<file path="src/rtl/alu_pkg.sv">
// ---------------------------------------------------------------------------
// alu_pkg
// Shared definitions for the ALU issue path.
//   - Default widths for the adder datapath, immediate field and sequence tag.
//   - Opcode encoding used by decode and by the operand stage.
//   - Operand bundle handed to the adder (default widths).
// ---------------------------------------------------------------------------
package alu_pkg;

  localparam int ALU_WIDTH     = 64;
  localparam int ALU_IMM_WIDTH = 16;
  localparam int ALU_TAG_WIDTH = 4;

  // 3'b110 and 3'b111 are unassigned and are treated as illegal.
  typedef enum logic [2:0] {
    OP_ADD  = 3'b000,
    OP_SUB  = 3'b001,
    OP_INC  = 3'b010,
    OP_DEC  = 3'b011,
    OP_NEG  = 3'b100,
    OP_PASS = 3'b101
  } op_e;

  typedef struct packed {
    logic [ALU_WIDTH-1:0]     a;
    logic [ALU_WIDTH-1:0]     b;
    logic                     c_in;
    logic [ALU_TAG_WIDTH-1:0] tag;
  } operand_bundle_t;

endpackage

</file>
<file path="src/rtl/operand_former.sv">
// ---------------------------------------------------------------------------
// operand_former
// Purely combinational mapping from a decoded request to adder inputs.
//   op       : opcode (alu_pkg::op_e encoding)
//   src1     : first register operand
//   src2     : second register operand
//   imm      : immediate field, sign-extended to WIDTH
//   use_imm  : select sign-extended imm instead of src2
//   a, b     : adder operands
//   c_in     : adder carry-in
//   illegal  : opcode is not one of the defined encodings
// ---------------------------------------------------------------------------
module operand_former
  import alu_pkg::*;
#(
  parameter int WIDTH     = ALU_WIDTH,
  parameter int IMM_WIDTH = ALU_IMM_WIDTH
) (
  input  logic [2:0]           op,
  input  logic [WIDTH-1:0]     src1,
  input  logic [WIDTH-1:0]     src2,
  input  logic [IMM_WIDTH-1:0] imm,
  input  logic                 use_imm,
  output logic [WIDTH-1:0]     a,
  output logic [WIDTH-1:0]     b,
  output logic                 c_in,
  output logic                 illegal
);

  logic [WIDTH-1:0] s2;

  // Subtract is a + ~b + 1, increment is a + 0 + 1, decrement adds all-ones,
  // negate is 0 + ~a + 1. Illegal encodings fall through to ADD.
  always_comb begin
    s2      = use_imm ? {{(WIDTH-IMM_WIDTH){imm[IMM_WIDTH-1]}}, imm} : src2;
    a       = src1;
    b       = s2;
    c_in    = 1'b0;
    illegal = 1'b0;
    case (op_e'(op))
      OP_ADD: begin
        a    = src1;
        b    = s2;
        c_in = 1'b0;
      end
      OP_SUB: begin
        a    = src1;
        b    = ~s2;
        c_in = 1'b1;
      end
      OP_INC: begin
        a    = src1;
        b    = '0;
        c_in = 1'b1;
      end
      OP_DEC: begin
        a    = src1;
        b    = '1;
        c_in = 1'b0;
      end
      OP_NEG: begin
        a    = '0;
        b    = ~src1;
        c_in = 1'b1;
      end
      OP_PASS: begin
        a    = src1;
        b    = '0;
        c_in = 1'b0;
      end
      default: begin
        a       = src1;
        b       = s2;
        c_in    = 1'b0;
        illegal = 1'b1;
      end
    endcase
  end

endmodule

</file>
<file path="src/rtl/adder_operand_stage.sv">
// ---------------------------------------------------------------------------
// adder_operand_stage
// Issue stage in front of the ALU adder. Accepts decoded requests over
// valid/ready, forms a/b/c_in, tags each request with a wrapping sequence
// number and presents the result from registers. A one-entry skid buffer
// behind the output register lets in_ready come straight from a flop.
//   clk, rst_n              : clock, asynchronous active-low reset
//   in_valid / in_ready     : request handshake
//   in_op, in_src1, in_src2 : opcode and register operands
//   in_imm, in_use_imm      : immediate and its select
//   out_valid / out_ready   : adder-side handshake
//   a, b, c_in, out_tag     : registered adder inputs and sequence tag
//   illegal_op              : sticky, set once an illegal opcode is accepted
// ---------------------------------------------------------------------------
module adder_operand_stage
  import alu_pkg::*;
#(
  parameter int WIDTH     = ALU_WIDTH,
  parameter int IMM_WIDTH = ALU_IMM_WIDTH,
  parameter int TAG_WIDTH = ALU_TAG_WIDTH
) (
  input  logic                 clk,
  input  logic                 rst_n,
  input  logic                 in_valid,
  output logic                 in_ready,
  input  logic [2:0]           in_op,
  input  logic [WIDTH-1:0]     in_src1,
  input  logic [WIDTH-1:0]     in_src2,
  input  logic [IMM_WIDTH-1:0] in_imm,
  input  logic                 in_use_imm,
  output logic                 out_valid,
  input  logic                 out_ready,
  output logic [WIDTH-1:0]     a,
  output logic [WIDTH-1:0]     b,
  output logic                 c_in,
  output logic [TAG_WIDTH-1:0] out_tag,
  output logic                 illegal_op
);

  typedef struct packed {
    logic [WIDTH-1:0]     a;
    logic [WIDTH-1:0]     b;
    logic                 c_in;
    logic [TAG_WIDTH-1:0] tag;
  } entry_t;

  typedef enum logic [1:0] {
    ST_EMPTY = 2'b00,
    ST_ONE   = 2'b01,
    ST_TWO   = 2'b10
  } buf_state_e;

  buf_state_e           state_q, state_d;
  entry_t               out_q, out_d;
  entry_t               skid_q, skid_d;
  logic [TAG_WIDTH-1:0] tag_q, tag_d;
  logic                 illegal_q, illegal_d;
  logic                 out_valid_q, out_valid_d;
  logic                 in_ready_q, in_ready_d;

  logic [WIDTH-1:0]     form_a;
  logic [WIDTH-1:0]     form_b;
  logic                 form_c_in;
  logic                 form_illegal;
  entry_t               new_entry;
  logic                 accept;
  logic                 drain;

  operand_former #(
    .WIDTH     (WIDTH),
    .IMM_WIDTH (IMM_WIDTH)
  ) u_former (
    .op      (in_op),
    .src1    (in_src1),
    .src2    (in_src2),
    .imm     (in_imm),
    .use_imm (in_use_imm),
    .a       (form_a),
    .b       (form_b),
    .c_in    (form_c_in),
    .illegal (form_illegal)
  );

  // Next-state for the buffer. in_ready_q is low in ST_TWO, so an accept can
  // only happen in EMPTY or ONE; a drain in TWO promotes the skid entry.
  // in_ready/out_valid are computed from the next state so both leave the
  // stage as plain flops.
  always_comb begin
    accept    = in_valid && in_ready_q;
    drain     = out_valid_q && out_ready;
    new_entry = '{a: form_a, b: form_b, c_in: form_c_in, tag: tag_q};

    state_d   = state_q;
    out_d     = out_q;
    skid_d    = skid_q;
    tag_d     = tag_q;
    illegal_d = illegal_q;

    if (accept) begin
      tag_d = tag_q + TAG_WIDTH'(1);
      if (form_illegal) begin
        illegal_d = 1'b1;
      end
    end

    case (state_q)
      ST_EMPTY: begin
        if (accept) begin
          out_d   = new_entry;
          state_d = ST_ONE;
        end
      end
      ST_ONE: begin
        if (accept && drain) begin
          out_d   = new_entry;
        end else if (accept) begin
          skid_d  = new_entry;
          state_d = ST_TWO;
        end else if (drain) begin
          state_d = ST_EMPTY;
        end
      end
      ST_TWO: begin
        if (drain) begin
          out_d   = skid_q;
          state_d = ST_ONE;
        end
      end
      default: begin
        state_d = ST_EMPTY;
      end
    endcase

    out_valid_d = (state_d != ST_EMPTY);
    in_ready_d  = (state_d != ST_TWO);
  end

  always_ff @(posedge clk or negedge rst_n) begin
    if (!rst_n) begin
      state_q     <= ST_EMPTY;
      out_q       <= '0;
      skid_q      <= '0;
      tag_q       <= '0;
      illegal_q   <= 1'b0;
      out_valid_q <= 1'b0;
      in_ready_q  <= 1'b1;
    end else begin
      state_q     <= state_d;
      out_q       <= out_d;
      skid_q      <= skid_d;
      tag_q       <= tag_d;
      illegal_q   <= illegal_d;
      out_valid_q <= out_valid_d;
      in_ready_q  <= in_ready_d;
    end
  end

  assign in_ready   = in_ready_q;
  assign out_valid  = out_valid_q;
  assign a          = out_q.a;
  assign b          = out_q.b;
  assign c_in       = out_q.c_in;
  assign out_tag    = out_q.tag;
  assign illegal_op = illegal_q;

endmodule

</file>
<file path="config.mk">
export PLATFORM = sky130hd
export DESIGN_NAME = adder_operand_stage
export DESIGN_NICKNAME = d
export VERILOG_FILES = /design/src/rtl/alu_pkg.sv /design/src/rtl/operand_former.sv /design/src/rtl/adder_operand_stage.sv
export SDC_FILE = /design/constraint.sdc
export NUM_CORES = 1
export LEC_CHECK = 0
export CORE_MARGIN = 5
export CORE_UTILIZATION = 47
export DETAILED_ROUTE_END_ITERATION = 10
export PLACE_DENSITY = 0.78
export SLEW_MARGIN = 10
export SYNTH_ARGS = -nofsm -noshare
export SYNTH_HDL_FRONTEND = slang
export SYNTH_SLANG_ARGS = --single-unit
</file>
<file path="constraint.sdc">
create_clock -name clk -period 1.71 [get_ports clk]
set_input_delay 0.513 -clock clk [delete_from_list [all_inputs] [get_ports clk]]
set_output_delay 0.513 -clock clk [all_outputs]
set_load 0.005 [all_outputs]
</file>
### Word-level counts from Yosys, hierarchy flattened

Cells that the tools add are included.

| storage, ports and cells | value |
|---|---|
| register bits | 275 |
| input bits | 152 |
| output and inout bits | 136 |
| logic and storage cells | 56 |

| cells by class | value |
|---|---|
| add/sub/neg operators | 1 |
| equality and inequality tests | 11 |
| mux-type cells | 14 |
| bitwise gates (word level) | 4 |
| reductions and logical operators | 13 |

Operators with widths:

| cell | number |
|---|---|
| 2-to-1 mux 133 bit | 3 |
| case mux 133 bit (3 select lines) | 1 |
| case mux 64 bit (4 select lines) | 1 |
| 2-to-1 mux 64 bit | 2 |
| NOT 64 bit | 2 |
| 2-to-1 mux 2 bit | 5 |
| inequality test 2 bit (second input constant) | 4 |
| == test 3 x 2 -> 1 bit (second input constant) | 2 |
| == test 3 bit (second input constant) | 2 |
| case mux 2 bit (3 select lines) | 1 |
| OR reduction 6 bit | 1 |
| adder 4 x 1 -> 4 bit (second input constant) | 1 |
| AND reduction 4 bit | 1 |
| == test 3 x 1 -> 1 bit (second input constant) | 1 |
| logical AND 1 bit | 3 |
| logical NOT 3 bit | 1 |
| AND reduction 3 bit | 1 |
| nonzero test 3 bit | 1 |
| OR reduction 3 bit | 1 |
| == test 2 x 1 -> 1 bit (second input constant) | 1 |
| == test 2 bit (second input constant) | 1 |
| logical NOT 2 bit | 1 |
| NOT 1 bit | 2 |
| AND reduction 2 bit | 1 |
| 3 further kinds | 3 |

### Depth between registers and ports, before layout

Gate-level depths: netlist of run 1.

| logic depth | value |
|---|---|
| depth after elaboration | 6 |
| gate-level depth with buffers | 7 |
| mapped depth without buffers | 4 |

### Modules after synthesis

A second synthesis of run 1 with hierarchy kept.

| second synthesis, totals | value |
|---|---|
| cell total of the unflattened synthesis | 1127 |
| area total of the unflattened synthesis | 15215.8 um2 |

By module, submodules not included:

| module | times used | cells an instance | area an instance (um2) | sequential area each (um2) |
|---|---|---|---|---|
| adder_operand_stage | 1 | 743 | 11863.9 | 6882.9 |
| operand_former | 1 | 384 | 3352.0 | 0.0 |

### Worst setup path before layout of run 1

OpenSTA, ideal clock, no wires.

| timing | value |
|---|---|
| path type | input port to flip-flop |
| start | in in_use_imm |
| end | reg skid_q[60] in the netlist's numbering |
| arrival | 1.622 ns |
| data required time | 1.580 ns |
| setup slack | -0.042 ns |
| stages on the path | 6 |
| buffers on the path | 2 |
| cells stage by stage | buf_2 > buf_2 > mux2i_1 > a21oi_1 > a211oi_1 > o21ai_1 |

| between the ends | value |
|---|---|
| word-level cells in the longest chain between the ends | 3 |

Ends and longest elaborated chain:

| what | line | source |
|---|---|---|
| start: declaration | adder_operand_stage.sv:30 | `input logic in_use_imm,` |
| 2-to-1 mux 64 bit * | operand_former.sv:35 | `s2 = use_imm ? {{(WIDTH-IMM_WIDTH){imm[IMM_WIDTH-1]}}, imm} : src2;` |
| NOT 64 bit | operand_former.sv:48 | `b = ~s2;` |
| case mux 64 bit (4 select lines) * | operand_former.sv:40 | `case (op_e'(op))` |
| end signal: assignment | adder_operand_stage.sv:150 | `skid_q <= skid_d;` |
| end: declaration | adder_operand_stage.sv:55 | `entry_t skid_q, skid_d;` |

Mark *: on every way between the ends. The rest lies on a longest branch, timed or not.
A chain may end at the register's enable or synchronous reset.

### Worst setup path in the final report of run 1

| timing | value |
|---|---|
| start | in in_op[1] |
| end | reg skid_q[42] in the netlist's numbering |

| between the ends | value |
|---|---|
| word-level cells in the longest chain between the ends | 3 |
| elaborated cells between the ends (all ways) | 7 |
| those cells by class | eq/ne (5); mux (1); reduce/logical (1) |

Ends and longest elaborated chain:

| what | line | source |
|---|---|---|
| start: declaration | adder_operand_stage.sv:26 | `input logic [2:0] in_op,` |
| == test 3 bit or == test 3 x 2 -> 1 bit (tied branches) | operand_former.sv:40 |  |
| OR reduction 2 bit (no line) | - |  |
| case mux 64 bit (4 select lines) * | operand_former.sv:40 |  |

Marked as above.

==> metrics, run 1 <==
R2R Setup Slk=-0.26 ns; Tmin final=2.03 ns; HP Start=skid_q[58]; P per Cell Area=1740 nW/um^2; worst r2r dst=skid_q[19]; largest net degree at the start of global routing=62; Slew headroom=0.550; Simple-Gate Fraction of Synth Area=0.154; ys async rst share=1.00; setup TNS=-35.12 ns; Post-Synth XOR/XNOR Area=0.00257; fmax=0.492 GHz; hold endpoint=skid_q[58]; worst skew pair latency=0.55 ns; GPL Wtd Cong=0.852; Row Count=62; CTS tree=built; Synth Warn #=0; final core utilization=0.791; post-route ant nets=0; clock sink total=around 280; CP arrival=2.45 ns; startpoint types=input port; area of the mapped netlist=between 10,000 and 15,000 um^2; mean number of vias per cell=6.48; worst vdd ir=between 0.001 and 0.0015 V; Clock Path Buffers=3; TritonCTS Buffers=29; M2 GR Usage=0.522; vias in the first global route=15,053; remaining global-route overflow=0; syn_nets=1,654; final setup violation count=around 290; Crit. End Element=register; Seq/Total Area, Yosys=0.504; # DRC=0; WS Path Type=in -> reg; Synth Instances=1,501; die height=approximately 180 um; root buf cell=clkbuf_16; die width=180 um; adder-cell share of the synthesized area=0.000917; Synth Area in Compound Gates=0.190; P&R area growth vs syn=66.4%; placed cells=2,161; largest family of logic cells by synthesized area=compound AO/OA/AOI/OAI gates; worst hold slack=0.473 ns; Starting Density=0.476; PortBufs=approximately 290; via count=15,194; Worst Path Required=2.12 ns; skew final=~0.016 ns; Worst-path clk slew=0.06 ns; Ports=between 200 and 300; DR WL/cell=26.7 um; initial DRC count=roughly 2,100; max-slew violations=0; GR peak layer=met2; FF-to-FF Start=in_ready; initial antenna violation count=0; mux contribution to synthesized area=0.0980; Tightest Pin Transition=around 0.67 ns; H-tree lvl count=1; Worst Hold Depth=2; Final period util=1.19; Die Area=32,600 um^2; HP Class=reg -> reg; leak pwr=roughly 0.01 uW; RSZ-0062 raised after global routing=yes; status=finished, violations left; met1 Use GR=0.417; endpoints failing hold=0; failing checks=negative setup slack; CP Max Fanout=41; top_reg_cell synth=dfrtp_1; Synth Register Bits=between 200 and 300; Final #Nets=2,091; setup ws final=-0.324 ns; Core ar.=28,700 um^2; hpwl dp=~28 mm; Max Cap Viol=0; gr usage total=0.327; pre-CTS WS=-0.698 ns; synth unique cells=41; n_diodes=0; first-pass GRT wire length=85.2 mm; met3 GRT Util=0.0704; Post-synth EDFFs=0; Layout Cells excl Fill=2,343; Post-Route WL=approximately 62 mm; DR pass1 iterations=8; Register-to-Register Path Depth=10; share of cells above drive strength 1=0.324; Synth Area per Inst=9.10 um^2
what timing repair did:
item / CTS / global route
setup buffers: 74 / 15
pin swaps: 26 / 90
resized for setup: 448 / 400
endpoints found under the hold margin: 29 / 0
hold buffers: 1 / 0
setup endpoints to repair: 311 / 318
cloned: 47 / 17
power breakdown:
| group | switching [uW] | internal (uW) |
|---|---|---|
| clock | 2780 | 3960 |
| combinational | 9880 | 10800 |
| sequential | 2510 | 9540 |
Yosys cell counts, types with 2 or more instances:
cell	count	area share
mux2i_1	128	0.094
mux2_2	5	0.0041
o21ai_1	156	0.057
buf_6	7	0.0058
xor2_1	2	0.0013
nor2_1	70	0.019
nand2_1	270	0.074
a21oi_1	64	0.023
a211oi_1	64	0.035
buf_1	11	0.0030
buf_2	62	0.023
dfrtp_1	274	0.50
and2_1	65	0.030
buf_4	3	0.0016
a31oi_1	68	0.031
o21ai_0	105	0.038
clkbuf_4	4	0.0022
xnor2_1	2	0.0013
o21a_1	2	0.0011
clkbuf_1	52	0.014
nand3_1	67	0.025
worst max-delay path by stage:
stage	slack, ns	to	startpoint	cells past startpoint
finish	-0.32	skid_q[42]	in_op[1]	8
global route	-0.32	b[37]	in_op[1]	8
CTS	-0.20	b[41]	in_ready	8
detailed placement	-0.70	skid_q[61]	in_op[2]	7
global placement	-0.63	skid_q[61]	in_op[2]	7
floorplan	-0.04	skid_q[60]	in_use_imm	6
stage by stage:
stage	power [uW]	cell area, um^2
after CTS	35000	21200
after detailed placement	23600	17800
final	39400	22700
after floorplan	16900	13700
after global placement	23100	17800
after global routing	40800	22700
area by class of cell:
type	instances	area, um^2
well taps	384	480
flip-flops and latches	275	6880
clock inverters	14	173
multi-input cells	1086	7670
inverters	1	3.75
repair buffers	545	6680
fillers	1508	5990
clock buffers	38	820
flip-flops by register name, summed over array words and instances (netlist names):
name and count:
b 64, skid_q 133, tag_q 4, illegal_op 1, out_tag 4, c_in 1, out_valid 1, in_ready 1
state_q 2, a 64
kinds of logic (layout without fill, tap and decap cells):
family / Yosys count / after routing
and+or+nand+nor: 483 / 484
AOI/OAI and AO/OA: 464 / 464
DFF: 275 / 275
buffers and inverters: 141 / 598
muxes: 133 / 133
xor gates and xnor gates: 4 / 4
adders and majority gates: 1 / 1
metal layers:
metal / vias up / wire length, um
met5: - / 0
met4: 0 / 4760
met3: 405 / 7030
met2: 1277 / 28700
met1: 7333 / 22000
li1: 6179 / -
worst max-delay path: stages:
cell,delay [ns]
clkdlybuf4s50_1,0.44
buf_4,0.17
nand3b_1,0.12
buf_12,0.26
buf_4,0.20
o21ai_1,0.09
a211oi_1,0.49
o21ai_2,0.12
cell usage in the layout (no fill, tap or decap), types with 4 or more instances in the layout:
cell type	Yosys	routed
nand2_1	270	189
nand2_2	0	35
clkbuf_16	0	44
dfrtp_1	274	274
buf_8	0	15
a31oi_4	0	9
and2_1	65	65
clkinv_2	0	9
nand3_1	67	67
clkbuf_8	0	6
buf_16	0	34
mux2i_1	128	103
buf_6	7	34
buf_2	62	4
a31oi_2	0	4
o21ai_1	156	98
a21oi_1	64	64
buf_4	3	102
o21ai_0	105	34
dlygate4sd2_1	0	35
buf_12	0	58
nand2_4	0	45
bufinv_16	0	4
mux2i_4	0	8
a211oi_1	64	34
a31oi_1	68	55
a211oi_2	0	30
clkdlybuf4s15_1	0	96
nor2_4	0	7
o21ai_2	0	126
mux2i_2	0	17
nor2_1	70	44
clkdlybuf4s50_1	0	146
nor2_2	0	19
(Power assumes the default switching activity.)
==> run 2: changes to the inputs <==
Settings changed: SLEW_MARGIN 10 to 5.
==> results of run 2 <==
The final DEF is identical to that of run 1; final timing and power are the same.
